`config.mk`:
```
export PLATFORM = sky130hd
export DESIGN_NAME = axi_lite_arbiter_2to1
export DESIGN_NICKNAME = d
export VERILOG_FILES = /design/src/rtl/axi_lite_arbiter_2to1.sv
export SDC_FILE = /design/constraint.sdc
export NUM_CORES = 1
export LEC_CHECK = 0
export ABC_CLOCK_PERIOD_IN_PS = 2100
export CAP_MARGIN = 20
export CORE_AREA = 8 8 324 326
export CTS_CLUSTER_DIAMETER = 80
export DETAILED_ROUTE_END_ITERATION = 8
export DIE_AREA = 0 0 332 334
export HOLD_SLACK_MARGIN = 0.05
export SYNTH_ARGS = -nofsm -noshare
export SYNTH_HDL_FRONTEND = slang
export SYNTH_SLANG_ARGS = --single-unit
export TNS_END_PERCENT = 10
```
`constraint.sdc`:
```
create_clock -name ACLK -period 2.1 [get_ports ACLK]
set_input_delay 0.42 -clock ACLK [delete_from_list [all_inputs] [get_ports ACLK]]
set_output_delay 0.42 -clock ACLK [all_outputs]
set_load 0.005 [all_outputs]
```
`src/rtl/axi_lite_arbiter_2to1.sv`:
```
// Two-master, one-slave AXI-Lite arbiter; one outstanding transaction, grant held until the response.
// Optional macro ARB_ROUND_ROBIN_EN selects round-robin; otherwise M1 has fixed priority over M0.
module axi_lite_arbiter_2to1 #(
  parameter int ADDR_W = 64,
  parameter int DATA_W = 64
) (
  input  logic              ACLK,
  input  logic              ARESETn,
  // master 0 (instruction fetch)
  input  logic              M0_AWVALID,
  input  logic [ADDR_W-1:0] M0_AWADDR,
  input  logic [2:0]        M0_AWPROT,
  output logic              M0_AWREADY,
  input  logic              M0_WVALID,
  input  logic [DATA_W-1:0] M0_WDATA,
  input  logic [3:0]        M0_WSTRB,
  output logic              M0_WREADY,
  output logic              M0_BVALID,
  output logic [2:0]        M0_BRESP,
  input  logic              M0_BREADY,
  input  logic              M0_ARVALID,
  input  logic [ADDR_W-1:0] M0_ARADDR,
  input  logic [2:0]        M0_ARPROT,
  output logic              M0_ARREADY,
  output logic              M0_RVALID,
  output logic [DATA_W-1:0] M0_RDATA,
  output logic [2:0]        M0_RRESP,
  input  logic              M0_RREADY,
  // master 1 (load/store)
  input  logic              M1_AWVALID,
  input  logic [ADDR_W-1:0] M1_AWADDR,
  input  logic [2:0]        M1_AWPROT,
  output logic              M1_AWREADY,
  input  logic              M1_WVALID,
  input  logic [DATA_W-1:0] M1_WDATA,
  input  logic [3:0]        M1_WSTRB,
  output logic              M1_WREADY,
  output logic              M1_BVALID,
  output logic [2:0]        M1_BRESP,
  input  logic              M1_BREADY,
  input  logic              M1_ARVALID,
  input  logic [ADDR_W-1:0] M1_ARADDR,
  input  logic [2:0]        M1_ARPROT,
  output logic              M1_ARREADY,
  output logic              M1_RVALID,
  output logic [DATA_W-1:0] M1_RDATA,
  output logic [2:0]        M1_RRESP,
  input  logic              M1_RREADY,
  // shared slave port
  output logic              S_AWVALID,
  output logic [ADDR_W-1:0] S_AWADDR,
  output logic [2:0]        S_AWPROT,
  input  logic              S_AWREADY,
  output logic              S_WVALID,
  output logic [DATA_W-1:0] S_WDATA,
  output logic [3:0]        S_WSTRB,
  input  logic              S_WREADY,
  input  logic              S_BVALID,
  input  logic [2:0]        S_BRESP,
  output logic              S_BREADY,
  output logic              S_ARVALID,
  output logic [ADDR_W-1:0] S_ARADDR,
  output logic [2:0]        S_ARPROT,
  input  logic              S_ARREADY,
  input  logic              S_RVALID,
  input  logic [DATA_W-1:0] S_RDATA,
  input  logic [2:0]        S_RRESP,
  output logic              S_RREADY,
  output logic [1:0]        GrantOut
);

  typedef enum logic [2:0] {
    IDLE  = 3'd0,
    RADDR = 3'd1,
    RDATA = 3'd2,
    WRITE = 3'd3,
    WRESP = 3'd4
  } state_t;

  state_t      state_r, state_nx;
  logic [1:0]  grant_r, grant_nx;
  logic        aw_done_r, aw_done_nx;
  logic        w_done_r, w_done_nx;
  logic        req0_s, req1_s, win1_s;
  logic        aw_hs_s, w_hs_s;

  // requests of the currently granted master
  logic              sel_s;
  logic              sel_awvalid_s, sel_wvalid_s, sel_bready_s, sel_arvalid_s, sel_rready_s;
  logic [ADDR_W-1:0] sel_awaddr_s, sel_araddr_s;
  logic [2:0]        sel_awprot_s, sel_arprot_s;
  logic [DATA_W-1:0] sel_wdata_s;
  logic [3:0]        sel_wstrb_s;

  // responses toward the granted master before demux
  logic              g_awready_s, g_wready_s, g_bvalid_s, g_arready_s, g_rvalid_s;
  logic [2:0]        g_bresp_s, g_rresp_s;
  logic [DATA_W-1:0] g_rdata_s;

  assign sel_s         = grant_r[1];
  assign sel_awvalid_s = sel_s ? M1_AWVALID : M0_AWVALID;
  assign sel_awaddr_s  = sel_s ? M1_AWADDR  : M0_AWADDR;
  assign sel_awprot_s  = sel_s ? M1_AWPROT  : M0_AWPROT;
  assign sel_wvalid_s  = sel_s ? M1_WVALID  : M0_WVALID;
  assign sel_wdata_s   = sel_s ? M1_WDATA   : M0_WDATA;
  assign sel_wstrb_s   = sel_s ? M1_WSTRB   : M0_WSTRB;
  assign sel_bready_s  = sel_s ? M1_BREADY  : M0_BREADY;
  assign sel_arvalid_s = sel_s ? M1_ARVALID : M0_ARVALID;
  assign sel_araddr_s  = sel_s ? M1_ARADDR  : M0_ARADDR;
  assign sel_arprot_s  = sel_s ? M1_ARPROT  : M0_ARPROT;
  assign sel_rready_s  = sel_s ? M1_RREADY  : M0_RREADY;

  assign req0_s  = M0_AWVALID | M0_ARVALID;
  assign req1_s  = M1_AWVALID | M1_ARVALID;
  assign aw_hs_s = sel_awvalid_s & ~aw_done_r & S_AWREADY;
  assign w_hs_s  = sel_wvalid_s & ~w_done_r & S_WREADY;

`ifdef ARB_ROUND_ROBIN_EN
  // last_winner_r = 1 means M1 won the previous grant
  logic last_winner_r, last_winner_nx;

  // tie goes to whichever master did not win last time
  always_comb begin
    if (req0_s && req1_s) begin
      win1_s = ~last_winner_r;
    end else begin
      win1_s = req1_s;
    end
  end

  // last-winner register
  always_ff @(posedge ACLK) begin
    if (!ARESETn) begin
      last_winner_r <= 1'b1;
    end else begin
      last_winner_r <= last_winner_nx;
    end
  end
`else
  assign win1_s = req1_s;
`endif

  // state, grant and write-completion flags
  always_ff @(posedge ACLK) begin
    if (!ARESETn) begin
      state_r   <= IDLE;
      grant_r   <= 2'b00;
      aw_done_r <= 1'b0;
      w_done_r  <= 1'b0;
    end else begin
      state_r   <= state_nx;
      grant_r   <= grant_nx;
      aw_done_r <= aw_done_nx;
      w_done_r  <= w_done_nx;
    end
  end

  // next-state and grant selection
  always_comb begin
    state_nx   = state_r;
    grant_nx   = grant_r;
    aw_done_nx = aw_done_r;
    w_done_nx  = w_done_r;
`ifdef ARB_ROUND_ROBIN_EN
    last_winner_nx = last_winner_r;
`endif
    case (state_r)
      IDLE: begin
        if (req0_s || req1_s) begin
          grant_nx = win1_s ? 2'b10 : 2'b01;
`ifdef ARB_ROUND_ROBIN_EN
          last_winner_nx = win1_s;
`endif
          // write wins over read within the chosen master
          if (win1_s ? M1_AWVALID : M0_AWVALID) begin
            state_nx = WRITE;
          end else begin
            state_nx = RADDR;
          end
        end else begin
          state_nx = IDLE;
        end
      end
      RADDR: begin
        if (sel_arvalid_s && S_ARREADY) begin
          state_nx = RDATA;
        end else begin
          state_nx = RADDR;
        end
      end
      RDATA: begin
        if (S_RVALID && sel_rready_s) begin
          state_nx = IDLE;
          grant_nx = 2'b00;
        end else begin
          state_nx = RDATA;
        end
      end
      WRITE: begin
        if ((aw_done_r || aw_hs_s) && (w_done_r || w_hs_s)) begin
          state_nx   = WRESP;
          aw_done_nx = 1'b0;
          w_done_nx  = 1'b0;
        end else begin
          aw_done_nx = aw_done_r | aw_hs_s;
          w_done_nx  = w_done_r | w_hs_s;
        end
      end
      WRESP: begin
        if (S_BVALID && sel_bready_s) begin
          state_nx = IDLE;
          grant_nx = 2'b00;
        end else begin
          state_nx = WRESP;
        end
      end
      default: begin
        state_nx   = IDLE;
        grant_nx   = 2'b00;
        aw_done_nx = 1'b0;
        w_done_nx  = 1'b0;
      end
    endcase
  end

  // channel routing for the active state; everything idle is driven to zero
  always_comb begin
    S_AWVALID   = 1'b0;
    S_AWADDR    = {ADDR_W{1'b0}};
    S_AWPROT    = 3'b000;
    S_WVALID    = 1'b0;
    S_WDATA     = {DATA_W{1'b0}};
    S_WSTRB     = 4'h0;
    S_BREADY    = 1'b0;
    S_ARVALID   = 1'b0;
    S_ARADDR    = {ADDR_W{1'b0}};
    S_ARPROT    = 3'b000;
    S_RREADY    = 1'b0;
    g_awready_s = 1'b0;
    g_wready_s  = 1'b0;
    g_bvalid_s  = 1'b0;
    g_bresp_s   = 3'b000;
    g_arready_s = 1'b0;
    g_rvalid_s  = 1'b0;
    g_rdata_s   = {DATA_W{1'b0}};
    g_rresp_s   = 3'b000;
    case (state_r)
      RADDR: begin
        S_ARVALID   = sel_arvalid_s;
        S_ARADDR    = sel_araddr_s;
        S_ARPROT    = sel_arprot_s;
        g_arready_s = S_ARREADY;
      end
      RDATA: begin
        S_RREADY   = sel_rready_s;
        g_rvalid_s = S_RVALID;
        g_rdata_s  = S_RDATA;
        g_rresp_s  = S_RRESP;
      end
      WRITE: begin
        S_AWVALID   = sel_awvalid_s & ~aw_done_r;
        S_AWADDR    = sel_awaddr_s;
        S_AWPROT    = sel_awprot_s;
        g_awready_s = S_AWREADY & ~aw_done_r;
        S_WVALID    = sel_wvalid_s & ~w_done_r;
        S_WDATA     = sel_wdata_s;
        S_WSTRB     = sel_wstrb_s;
        g_wready_s  = S_WREADY & ~w_done_r;
      end
      WRESP: begin
        S_BREADY   = sel_bready_s;
        g_bvalid_s = S_BVALID;
        g_bresp_s  = S_BRESP;
      end
      default: begin
        S_AWVALID = 1'b0;
      end
    endcase
  end

  assign M0_AWREADY = g_awready_s & grant_r[0];
  assign M0_WREADY  = g_wready_s  & grant_r[0];
  assign M0_BVALID  = g_bvalid_s  & grant_r[0];
  assign M0_BRESP   = grant_r[0] ? g_bresp_s : 3'b000;
  assign M0_ARREADY = g_arready_s & grant_r[0];
  assign M0_RVALID  = g_rvalid_s  & grant_r[0];
  assign M0_RDATA   = grant_r[0] ? g_rdata_s : {DATA_W{1'b0}};
  assign M0_RRESP   = grant_r[0] ? g_rresp_s : 3'b000;

  assign M1_AWREADY = g_awready_s & grant_r[1];
  assign M1_WREADY  = g_wready_s  & grant_r[1];
  assign M1_BVALID  = g_bvalid_s  & grant_r[1];
  assign M1_BRESP   = grant_r[1] ? g_bresp_s : 3'b000;
  assign M1_ARREADY = g_arready_s & grant_r[1];
  assign M1_RVALID  = g_rvalid_s  & grant_r[1];
  assign M1_RDATA   = grant_r[1] ? g_rdata_s : {DATA_W{1'b0}};
  assign M1_RRESP   = grant_r[1] ? g_rresp_s : 3'b000;

  assign GrantOut = grant_r;

endmodule

```
# ---- Yosys cells after proc, flatten, opt, wreduce, memory -nomap -nowiden
# Cells that the tools add are included.
dict set report op_classes {
  n_mux 53
  bitwise_logic 23
  eq_ne 8
  reduce_logical 11
}
# operator count
set ops {}
lappend ops {{$mux W64} 9}
lappend ops {{$mux W3} 13}
lappend ops {{$mux W1} 18}
lappend ops {{$and A1 B1 Y1} 16}
lappend ops {{$pmux W3 S5} 1}
lappend ops {{$mux W2} 7}
lappend ops {{$mux W4} 2}
lappend ops {{$ne A2 B2 Y1 const B} 4}
lappend ops {{$pmux W2 S4} 1}
lappend ops {{$eq A3 B2 Y1 const B} 2}
lappend ops {{$logic_and A1 B1 Y1} 4}
lappend ops {{$or A1 B1 Y1} 4}
lappend ops {{$pmux W1 S2} 2}
lappend ops {{$reduce_and A4 Y1} 1}
lappend ops {{$reduce_or A4 Y1} 1}
lappend ops {{$eq A3 B1 Y1 const B} 1}
lappend ops {{$eq A3 B3 Y1 const B} 1}
lappend ops {{$logic_not A3 Y1} 1}
lappend ops {{$logic_or A1 B1 Y1} 3}
lappend ops {{$not A1 Y1} 3}
lappend ops {{$reduce_or A2 Y1} 1}
dict set report word_totals {
  word_cells 99
  ff_bits 7
}

# ---- Longest topological paths before layout
dict set report depth {
  word_depth 7
  ltp_mapped 7
  depth_no_buf 4
}

# ---- Worst setup path after synthesis
# No wires, ideal clock.
dict set report synth_timing {
  kind {register -> output}
  from {register state_r[0]}
  to {output S_WDATA[0]}
  required_time_ns 1.680
  t_arrival_ns 1.212
  path_stages_with_launch 8
  slack_ns 0.468
  path_buffers 4
  cell_sequence {dfxtp_1 buf_6 nand2_2 or2_1 buf_6 buf_6 buf_6 nor2_2}
}
dict set report synth_between {
  elab_chain_len 2
}
# item line
set synth_rtl {}
lappend synth_rtl {{start, declared} 80} ;# state_t state_r, state_nx;
lappend synth_rtl {{start signal, assigned} 151} ;# state_r <= state_nx;
lappend synth_rtl {{$eq A3 B2 Y1} 247} ;# case (state_r)
lappend synth_rtl {{$mux W64} 247}
lappend synth_rtl {{end, declared} 55} ;# output logic [DATA_W-1:0] S_WDATA,
# Every way passes these cells.

# ---- Worst setup path after layout
dict set report layout_timing {
  from {register grant_r[1], in the netlist GrantOut[1]}
  to {output S_AWPROT[1]}
}
dict set report layout_between {
  elab_chain_len 2
}
# item line
set layout_rtl {}
lappend layout_rtl {{start, declared} 81} ;# logic [1:0] grant_r, grant_nx;
lappend layout_rtl {{start signal, assigned} 152} ;# grant_r <= grant_nx;
lappend layout_rtl {{$mux W3} 103} ;# assign sel_awprot_s = sel_s ? M1_AWPROT : M0_AWPROT;
lappend layout_rtl {{$mux W3} 247}
lappend layout_rtl {{end, declared} 52} ;# output logic [2:0] S_AWPROT,
# Every way passes these cells.

==> impl_metrics.yaml <==
run_status:
  outcome: "finished with violations"
  violations: "setup timing"
synthesis:
  synth_seq_cells: 7
  synth_cells: 689
  synth.net_count: 1180
  yosys.area_share.xor_xnor: 0
  synth_compound_area_frac: 0.03118
  ys_async_sr_fraction: 0
  synth.area.mux_share: 0.4387
  synth_top_family_by_area: "multiplexers"
  synth.avg_cell_area_sq_um: 6.872
  ys_seq_area_frac: 0.02960
  synth.distinct_cells: 37
  synth_edf_count: 0
  yosys_most_used_dff: "dfxtp_1"
  synth_simple_gate_area_frac: 0.4078
  syn-cell-area_sq_um: 4735
  synth_fa_ha_area_frac: 0
  ys.warnings.count: 0
grt:
  grt.total_usage: 0.1385
  grt_pass1_wl_mm: 102.7
  grt-ovfl-total: 0
  grt.busiest_layer: "met2"
  met1_usage: 0.1811
  antenna_found_initial: 44
  first_global_vias: 9535
  grtUsageMet3: 0.06055
  grt_start_max_net_pins: 51
  grt_use_met2: 0.2197
clock_tree:
  htree_levels: 1
  numCtsBuffers: 3
  holdBufCountCts: 0
  cts_tree: "built"
  cts.clk_slew.worst_paths_ns: 0.04
  clkSinkCount: 7
  clk_latency_ns: 0.23
  root_buffer: "clkbuf_16"
  clock_path_buffers: 2
place:
  port_buffers: 849
  dp_hpwl_mm: 75.30
  gp_congestion: 0.9357
  dp_slack_ns: -0.4528
  place_inst: 2895
hold_path:
  hold_end: "w_done_r$_SDFFE_PN0N_"
  hold_path.class: "register to register"
  whs_path_depth: 2
  min_from: "w_done_r$_SDFFE_PN0N_"
timing:
  finalHoldViolCount: 0
  fin_skew_ns: 0.001248
  fmax_mhz: 421.3
  post-route-period-util: 1.130
  rsz0062_at_grt: "true"
  postLayoutSetupSlackWorst_ns: -0.2734
  max-slew-margin-rel: 0.6522
  worst_pin_slew_ns: 0.5170
  setup_viol: 107
  period_minus_slack_ns: 2.373
  slew_viol_final: 0
setup_path:
  critPathCaptureType: "output port"
  r2r_slack_ns: 0.19
  slowest_stage: "clkdlybuf4s50_1"
  crit_fanout: 11
  crit_required_ns: 1.68
  r2r_start: "GrantOut[1]$_SDFFE_PN0P_"
  cp-start-kind: "register"
  worstPathArrival_ns: 1.95
  r2r_end: "state_r[1]$_SDFFE_PN0P_"
  crit_type: "register to output port"
  cp_cell_sequence: "buf_12 -> buf_16 -> buf_12 -> mux2i_1 -> nor2_1 -> clkdlybuf4s50_1"
  cpPeakStageDelay_ns: 0.56
  crit_top_cell: "buf_12"
  reg2reg_depth: 8
pwr:
  finalPower_w: 0.01007
  power_density_nw_per_um2: 587.6
  p_leak_nw: 7.351
  vdd_drop_max_v: 0.0003483
die:
  die_y_um: 334
  rows: 116
  dieArea_sq_um: 110900
  initial_core_util: 0.04755
  die-width_um: 332
  core_sq_um: 99570
  ios: 850
finish:
  fin_cells: 2963
  num-nets-final: 2137
  syn_to_final_growth_pct: 262.1
  multiInputGateArea_sq_um: 4683
  final_common_cell: "clkdlybuf4s50_1"
  final_cell_mix: "clkdlybuf4s50_1 (495), mux2i_1 (172), nor2_1 (136)"
  utilization: 0.1722
  final-seq-area_sq_um: 147.6
  drive_gt1_frac: 0.3368
  fillers: 11350
drt:
  drtIter0Drc: 280
  drt_pass1_iterations: 5
  ant_nets: 0
  via_count: 9080
  viasPerCell: 3.064
  wl_per_cell_um: 28.24
  wirelength_mm: 83.67
  drc: 0
job:
  maxCapViolations: 0
## metrics by stage
stage | area [sq um] | hold slack [ns] | TNS [ns]
after floorplan | 4735 | 0.5134 | 0
after global placement | 15970 | 0.5506 | -17.29
after detailed placement | 15970 | 0.5460 | -17.27
after CTS | 16750 | 0.5516 | -24.97
after global routing | 17090 | 0.6318 | -14.68
final | 17140 | 0.5909 | -6.008
## worst max-delay path, delay by kind of cell (launching register included)
family,cells,cell delay [ns]
buffers and inverters,4,1.02
AND/OR/NAND/NOR,1,0.20
flip-flops,1,0.35
multiplexers,1,0.12
## state kept, by name (all words and copies together) (netlist names)
signal and cells:
state_r 3, aw_done_r 1, GrantOut 2, w_done_r 1
## timing repair
item	CTS	global route
cloned	9	5
resized for setup	557	355
pin swaps	4	18
buffers inserted	20	12
endpoints found under the setup margin	346	328
## routing by layer
metal | wire (um) | vias up
met5 | 141 | -
met4 | 818 | 22
met3 | 7626 | 55
met2 | 36700 | 513
met1 | 38390 | 4242
li1 | - | 4248
## area by class of cell
| class | count | area share |
|---|---|---|
| inverters | 3 | 0.0006569 |
| repair buffers | 1016 | 0.6153 |
| well taps | 1298 | 0.09474 |
| diodes | 20 | 0.002919 |
| clock buffers | 4 | 0.004598 |
| multi-input cells | 615 | 0.2732 |
| flip-flops and latches | 7 | 0.008613 |
## worst max-delay path by stage
stage | start | to | slack [ns] | cells past startpoint
2_1_floorplan | state_r[0]$_SDFFE_PN0P_ | S_WDATA[0] | 0.47 | 7
3_3_place_gp | M1_WVALID | S_WVALID | -0.44 | 5
3_5_place_dp | M1_WVALID | S_WVALID | -0.45 | 5
4_1_cts | state_r[2]$_SDFFE_PN0P_ | S_WDATA[27] | -0.29 | 5
5_1_grt | GrantOut[1]$_SDFFE_PN0P_ | S_AWPROT[1] | -0.26 | 6
6_report | GrantOut[1]$_SDFFE_PN0P_ | S_AWPROT[1] | -0.27 | 6
## cells by family (layout without fill, tap and decap cells)
kind of cell           count (synthesis)  in the layout
AOI/OAI and AO/OA                     20             20
buffers and inverters                 67           1023
DFF                                    7              7
muxes                                207            207
other                                  0             20
and+or+nand+nor                      388            388
## where the power goes
group	total [W]	internal (W)	switching, W
clock network	0.000332	0.000253	0.0000791
logic	0.00954	0.00520	0.00434
registers	0.000201	0.000169	0.0000318
## Yosys cell counts (4+ instances only)
master    number  area, sq um
nor2_1       202        758.2
nand2_1        4        15.01
o21ai_0        4        20.02
dfxtp_1        7        140.1
and2_1       136        850.8
nor2_2        10        62.56
buf_6         20        225.2
nor2b_1        4        25.02
nor3_1         4        20.02
mux2i_1      206         2062
clkbuf_2       4        20.02
buf_2         26        130.1
clkbuf_1      14        52.55
and3_1        16        100.1
Note: power is estimated with default switching activity, not from simulation.
